[config.mk]
export PLATFORM = sky130hd
export DESIGN_NAME = muldiv_unit
export DESIGN_NICKNAME = d
export VERILOG_FILES = /design/src/rtl/muldiv_unit.sv
export SDC_FILE = /design/constraint.sdc
export NUM_CORES = 1
export LEC_CHECK = 0
export CAP_MARGIN = 10
export CORE_MARGIN = 4
export CORE_UTILIZATION = 50
export DETAILED_ROUTE_END_ITERATION = 12
export GPL_TIMING_DRIVEN = 0
export PLACE_DENSITY = 0.72
export SLEW_MARGIN = 10
export SYNTH_ARGS = -nofsm -noshare
export SYNTH_HDL_FRONTEND = slang
export SYNTH_SLANG_ARGS = --single-unit
[constraint.sdc]
create_clock -name clock -period 5.4 [get_ports clock]
set_input_delay 0.81 -clock clock [delete_from_list [all_inputs] [get_ports clock]]
set_output_delay 0.81 -clock clock [all_outputs]
set_load 0.005 [all_outputs]
[src/rtl/muldiv_unit.sv]
// muldiv_unit: iterative signed/unsigned multiply/divide owning HI/LO
module muldiv_unit #(
  parameter int WIDTH = 32
) (
  input  logic             clock,
  input  logic             reset,
  input  logic             start,
  input  logic [2:0]       op,
  input  logic [WIDTH-1:0] a,
  input  logic [WIDTH-1:0] b,
  output logic             busy,
  output logic             done,
  output logic             div_by_zero,
  output logic [WIDTH-1:0] hi,
  output logic [WIDTH-1:0] lo
);
  localparam int CW = $clog2(WIDTH);
  typedef enum logic [1:0] {IDLE, CALC, FIX} state_t;
  state_t state;
  logic [CW-1:0] cnt;
  logic div_r, neg_q, neg_r, skip;
  logic [WIDTH-1:0] d;
  logic [2*WIDTH-1:0] acc;
  logic accept, signed_op, is_div, a_neg, b_neg;
  logic [WIDTH-1:0] a_mag, b_mag, q_fix, r_fix;
  logic [WIDTH:0] add_sum, trial;
  logic [2*WIDTH-1:0] mul_next, div_next, prod_fix;
  // Operand magnitudes and one shift-add / restoring-subtract step
  always_comb begin
    accept    = start && !busy;
    signed_op = (op == 3'd0) || (op == 3'd2);
    is_div    = (op == 3'd2) || (op == 3'd3);
    a_neg     = signed_op && a[WIDTH-1];
    b_neg     = signed_op && b[WIDTH-1];
    a_mag     = a_neg ? -a : a;
    b_mag     = b_neg ? -b : b;
    add_sum   = {1'b0, acc[2*WIDTH-1:WIDTH]} + (acc[0] ? {1'b0, d} : '0);
    mul_next  = {add_sum, acc[WIDTH-1:1]};
    trial     = acc[2*WIDTH-1:WIDTH-1] - {1'b0, d};
    div_next  = trial[WIDTH] ? {acc[2*WIDTH-2:0], 1'b0} : {trial[WIDTH-1:0], acc[WIDTH-2:0], 1'b1};
    prod_fix  = neg_q ? -acc : acc;
    q_fix     = neg_q ? -acc[WIDTH-1:0] : acc[WIDTH-1:0];
    r_fix     = neg_r ? -acc[2*WIDTH-1:WIDTH] : acc[2*WIDTH-1:WIDTH];
  end
  // Control FSM, datapath iteration and HI/LO writeback
  always_ff @(posedge clock or posedge reset) begin
    if (reset) begin
      state       <= IDLE;
      cnt         <= '0;
      div_r       <= 1'b0;
      neg_q       <= 1'b0;
      neg_r       <= 1'b0;
      skip        <= 1'b0;
      d           <= '0;
      acc         <= '0;
      busy        <= 1'b0;
      done        <= 1'b0;
      div_by_zero <= 1'b0;
      hi          <= '0;
      lo          <= '0;
    end else begin
      done        <= 1'b0;
      div_by_zero <= 1'b0;
      case (state)
        IDLE: if (accept) begin
          if (op == 3'd4) hi <= a;
          else if (op == 3'd5) lo <= a;
          else if (!op[2]) begin
            div_r <= is_div;
            neg_q <= a_neg ^ b_neg;
            neg_r <= a_neg;
            skip  <= is_div && (b == '0);
            d     <= is_div ? b_mag : a_mag;
            acc   <= {{WIDTH{1'b0}}, is_div ? a_mag : b_mag};
            cnt   <= '0;
            busy  <= 1'b1;
            state <= (is_div && (b == '0)) ? FIX : CALC;
          end
        end
        CALC: begin
          acc   <= div_r ? div_next : mul_next;
          cnt   <= cnt + 1'b1;
          state <= (cnt == CW'(WIDTH-1)) ? FIX : CALC;
        end
        FIX: begin
          state       <= IDLE;
          busy        <= 1'b0;
          done        <= 1'b1;
          div_by_zero <= skip;
          if (!skip) begin
            hi <= div_r ? r_fix : prod_fix[2*WIDTH-1:WIDTH];
            lo <= div_r ? q_fix : prod_fix[WIDTH-1:0];
          end
        end
        default: state <= IDLE;
      endcase
    end
  end
endmodule

==> impl_metrics.yaml <==
setup_path:
  regToRegSetupSlack_ps: 770
  cp-start-kind: "flip-flop"
  r2r-end: "acc[62]"
  crit_path_end_kind: "flip-flop"
  worstSetupPathType: "reg -> reg"
  r2r_cells: 14
  cp_data_arrival_time_ps: 4970
  worstPathMaxFanout: 10
  reg2reg_from: "acc[0]"
  cp.required_ps: 5740
floorplan:
  die_h_um: 180.3
  dieArea_mm2: 0.03251
  fp.dieW_um: 180.3
  io_pins: 137
  core_area_mm2: 0.02901
  start_util_pct: 51.16
  row_count: 62
grt:
  grt_first_pass_wirelength_mm: 84.97
  grt_max_degree: 39
  grt.total_usage_pct: 33.22
  antenna_found_initial: 1
  gr-total-overflow: 0
  grt_pass1_vias: 14280
hold_path:
  hold_class: "reg -> reg"
  hold_start: "hi[12]"
  hold_depth: 2
  hold_end: "hi[12]"
timing:
  finClkSkew_ps: 16.54
  fmax_mhz: 215.8
  worst_hold_slack_ps: 477.4
  rsz0062_at_grt: "no"
  tightest_slew_ps: 1112
  finalCritPeriodShare_pct: 85.80
  hold_viol_final: 0
  slew_violations: 0
  period_minus_slack_ps: 4633
  fin_ws_ps: 766.8
  finalSetupTns_ps: 0
  slew_headroom_pct: 25.57
  setup_viol: 0
clock_tree:
  clk_latency_ps: 450
  cts_buffers: 17
  clockBufferDepth: 2
  cts_hold_buf: 0
  post-cts-setup-buffers: 0
  cts.sinks: 174
  clockRootBuffer: "clkbuf_16"
  cts_tree: "built"
  cts_resized: 0
  cts.clk_slew.worst_paths_ps: 70
  cts_max_level: 4
routing:
  vias_per_cell: 6.286
  drtPass1Iterations: 6
  wl_per_cell_um: 22.81
  ant_nets: 0
  num_vias: 15520
  drc: 0
  drt_iter0_markers: 2004
  wirelength_mm: 56.29
synth:
  avgSynthCellArea_um2: 7.760
  synthTopCellsByCount: "nand2_1 (246), nor2_1 (214), o21ai_0 (193)"
  synth_most_common_cell: "nand2_1"
  synth_top_cell_area_share_pct: 29.33
  synth_ff_type: "dfrtp_1"
  syn-instance-count: 1913
  ys_ff_latch: 174
  ys_seq_area_share_pct: 29.33
  synth_fp_nets: 2055
  async_flop_share_pct: 100.0
  synth.lib_cells_used.distinct: 81
  synth_area_leaders: "dfrtp_1 (29%), o21ai_0 (6.5%), nand2_1 (6.2%)"
  synth_area_mm2: 0.01484
  ys_warn_count: 0
  synth-edff-count: 0
  synth_largest_area_cell: "dfrtp_1"
layout:
  fin_nets: 2213
  multi_input_area_mm2: 0.009673
  n_fill_cell: 2742
  regArea_mm2: 0.004354
  area_growth_pct: 16.94
  final_area_mm2: 0.01736
  drive_gt1_share_pct: 4.129
  fin_cells: 2468
run:
  drv_cap: 0
power:
  leakage_nw: 7.217
  ir_worst_vdd_v: 0.0003809
  powerDensity_mw_per_mm2: 623.3
placement:
  place_area_mm2: 0.01678
  dp_slack_ps: 933.3
  dp.cells: 2436
  place.port_buffers: 134
  dpl.hpwl_mm: 44.82
  gp_congestion: 0.9880
status:
  status: "complete, no violations"
## layout make-up
class / instances / share of cell area [%]
Clock inverter: 12 / 0.7856
Clock buffer: 19 / 2.552
Multi-Input combinational cell: 1555 / 55.72
Inverter: 62 / 1.362
Buffer: 122 / 3.366
Sequential cell: 174 / 25.08
Tap cell: 384 / 2.768
Antenna cell: 1 / 0.01442
Timing Repair Buffer: 139 / 8.347
## per-layer routing
| layer | track usage [%] | up-vias | share of wire (%) |
|---|---|---|---|
| li1 | - | 7122 | - |
| met3 | 6.439 | 119 | 11 |
| met4 | 12.95 | 0 | 4.4 |
| met1 | 48.12 | 7345 | 43 |
| met2 | 49.08 | 929 | 42 |
| met5 | 0 | - | 0 |
## stage by stage
step | utilization, % | total power [mW]
detailed placement | 57.83 | 9.324
global placement | 57.46 | 9.188
finish | 59.83 | 10.82
floorplan | - | 7.228
global route | 59.83 | 11.56
CTS | 59.82 | 10.62
## critical path: stages, from the launching register on
cell and delay [ps]:
dfrtp_1 520, inv_1 380, clkbuf_1 410, nor2_1 100, ha_1 380, nand3_1 100, o211ai_1 370, o2111ai_1 290
a41oi_1 500, a221oi_1 220, o31ai_1 380, nand2_1 190, o21ai_0 280, xor2_1 120, a31o_2 260
## how the worst max path moves through the flow
stage	cells after the start	endpoint	from
final	14	acc[62]	acc[0]
after global routing	14	acc[62]	acc[0]
after CTS	14	acc[60]	acc[0]
after detailed placement	14	acc[60]	acc[0]
after global placement	2	d[14]	reset
after floorplan	12	acc[24]	a[0]
## sequential cells by signal, indices dropped and copies added, names as in the netlist, 2 cells and up
name	flops
hi	32
state	2
lo	32
d	32
acc	64
cnt	5
## report_power, final
part | switching, mW | leakage, nW | internal (mW)
logic | 4.36 | 4.76 | 2.78
registers | 0.622 | 2.18 | 1.76
clock network | 0.597 | 0.276 | 0.697
total | 5.58 | 7.22 | 5.24
## cells in the final DEF, fill, tap and decap left out, drive strengths merged, types with 25 or more instances in the layout
master	count
o21ai	202
clkbuf	125
nand3	31
dfrtp	174
o211ai	27
nand2	247
a31oi	25
xor2	88
nor2	214
mux2i	48
o31ai	37
a21o	25
ha	70
xnor2	85
a21oi	162
nand2b	28
inv	62
clkdlybuf4s50	134
## logic make-up (layout without fill, tap and decap cells)
logic type               Yosys count  in the layout  share of synthesized area [%]
adder cells (fa/ha/maj)           72             72                          6.170
AND/OR/NAND/NOR                  663            663                          20.44
other                              0              1                              0
AO/OA/AOI/OAI                    597            597                          24.96
XOR/XNOR                         173            173                          10.21
multiplexers                      50             50                          3.388
flip-flops                       174            174                          29.33
buffers and inverters            184            354                          5.504
(Power assumes the default switching activity.)
==> patch: new RTL, same flow settings <==
Set the parameter `WIDTH` to 16 (it was 32).
--- a/src/rtl/muldiv_unit.sv
+++ b/src/rtl/muldiv_unit.sv
@@ -2,3 +2,3 @@
 module muldiv_unit #(
-  parameter int WIDTH = 32
+  parameter int WIDTH = 16
 ) (
Interface: changed (resized a, b, hi and lo); port bits go from 137 to 73. The function was not compared with the original's and may differ.
==> patch against the unedited design <==
Non-clock buffer count shrank 137; wire length is 56% lower; die area down 46%; cell count fell by 49%; power shrank 48%; clock skew is 11 ps lower; sequential cell count shrank 81; design area is 47% lower; largest power group unchanged; largest cell class unchanged; setup slack gained 1100 ps; first-iteration DRC count decreased by 58%; global-route usage fell by 5.4 points; sequential power down 43%; area after synthesis down 47%.
==> patch: results (changes against the unedited design) <==
metric	value	unit	change
most frequent cells after synthesis	nand2_1 (109), dfrtp_1 (93), nor2_1 (87)		
first-pass GRT wire length	39.4	mm	-54%
placed instance count	1254		-49%
final WL	24.6	mm	-56%
antenna violations before repair	0		-1
Vias/cell	6.09		-3.1%
worst endpoint data arrival time	3790	ps	-1180 ps
Crit path max-delay family	simple AND/OR/NAND/NOR gates		
peak supply drop	304	uV	-20%
Largest register FFs	32		-50%
Post-layout nets	1131		-49%
outcome	finished, final reports clean		
htree depth	3		-1
sequential area share after synthesis	0.298		+0.00428
Starting DRT DRC Count	834		-58%
switching power	2640	uW	-53%
DP Area	8830	sq um	-47%
share of layout cells above drive strength 1	0.0491		+0.00782
Synth Net Count	1047		-49%
Int Pwr	2950	uW	-44%
leading post-synthesis cells by cell area	dfrtp_1 (30%), ha_1 (5.9%), nand2_1 (5.2%)		
vias in the first global route	7171		-50%
Slew @ Worst Pin	1190	ps	+78.7 ps
critical path's largest stage delay	600	ps	+80 ps
mux cell area share after synthesis	0.0570		+0.0231
total global routing track utilization	0.279		-0.0536
syn_area_per_cell	8.06	sq um	+3.9%
post-DP HPWL	19.2	mm	-57%
ANT cells	0		-1
cts bufs inserted	9		-8
library cells used by synthesis	78		-3.7%
clock skew	6.02	ps	-10.5 ps
Clock net power	647	uW	-50%
sequential share of power	0.244		+0.024
clk_lat worst skew	350	ps	-100 ps
area grow syn2layout	16.7	%	
Leak	0.00376	uW	-48%
routability congestion estimate	0.971		-1.7%
slowest CP cell	nor4_1		
largest net degree at the start of global routing	56		+44%
[patch: changes by cell type in the layout (fill, tap and decap cells not counted), moves of 33 or more]
cell             delta
a21oi_1           -105
nor2_1            -127
xnor2_1            -39
ha_1               -33
clkdlybuf4s50_1    -62
o21ai_0           -115
clkbuf_1           -65
xor2_1             -64
nand2_1           -137
dfrtp_1            -81
[patch: per-stage QoR]
step | worst slack, ps | hold slack [ps]
2_1_floorplan | 2170 | 450
3_3_place_gp | 683 | 463
3_5_place_dp | 1710 | 473
4_1_cts | 1900 | 488
5_1_grt | 1630 | 511
6_report | 1840 | 478
[patch: cell type report]
type                       instances  area share
multi-input combinational        783       0.554
inverter                          43      0.0180
timing repair buffer              73      0.0820
sequential                        93       0.255
clock buffer                      11      0.0255
tap                              211      0.0289
clock inverter                     5     0.00672
buffer                            51      0.0300
[patch: path summary, 6_finish.rpt]
path                              from      to  slack [ps]  cells after the start
worst min-delay path            lo[12]  lo[12]         480                      2
min in group asynchronous        reset   lo[8]         850                      2
worst min register to register  lo[12]  lo[12]         480                      2
max in group asynchronous        reset    d[7]        3880                      3
worst max-delay path            acc[0]  hi[10]        1840                     10
worst max register to register  acc[0]  hi[10]        1840                     10
[patch: per-layer routing]
| layer | GRT usage | up-vias | share of wire |
|---|---|---|---|
| met5 | 0 | - | 0 |
| met4 | 0.0895 | 0 | 0.021 |
| met3 | 0.0441 | 37 | 0.076 |
| met2 | 0.420 | 359 | 0.44 |
| met1 | 0.408 | 3655 | 0.46 |
| li1 | - | 3682 | - |
[patch: logic make-up after synthesis]
| group | after synthesis |
|---|---|
| XOR/XNOR | 70 |
| adder cells (fa/ha/maj) | 39 |
| AO/OA/AOI/OAI | 281 |
| AND/OR/NAND/NOR | 349 |
| flip-flops | 93 |
| buffers and inverters | 94 |
| multiplexers | 44 |
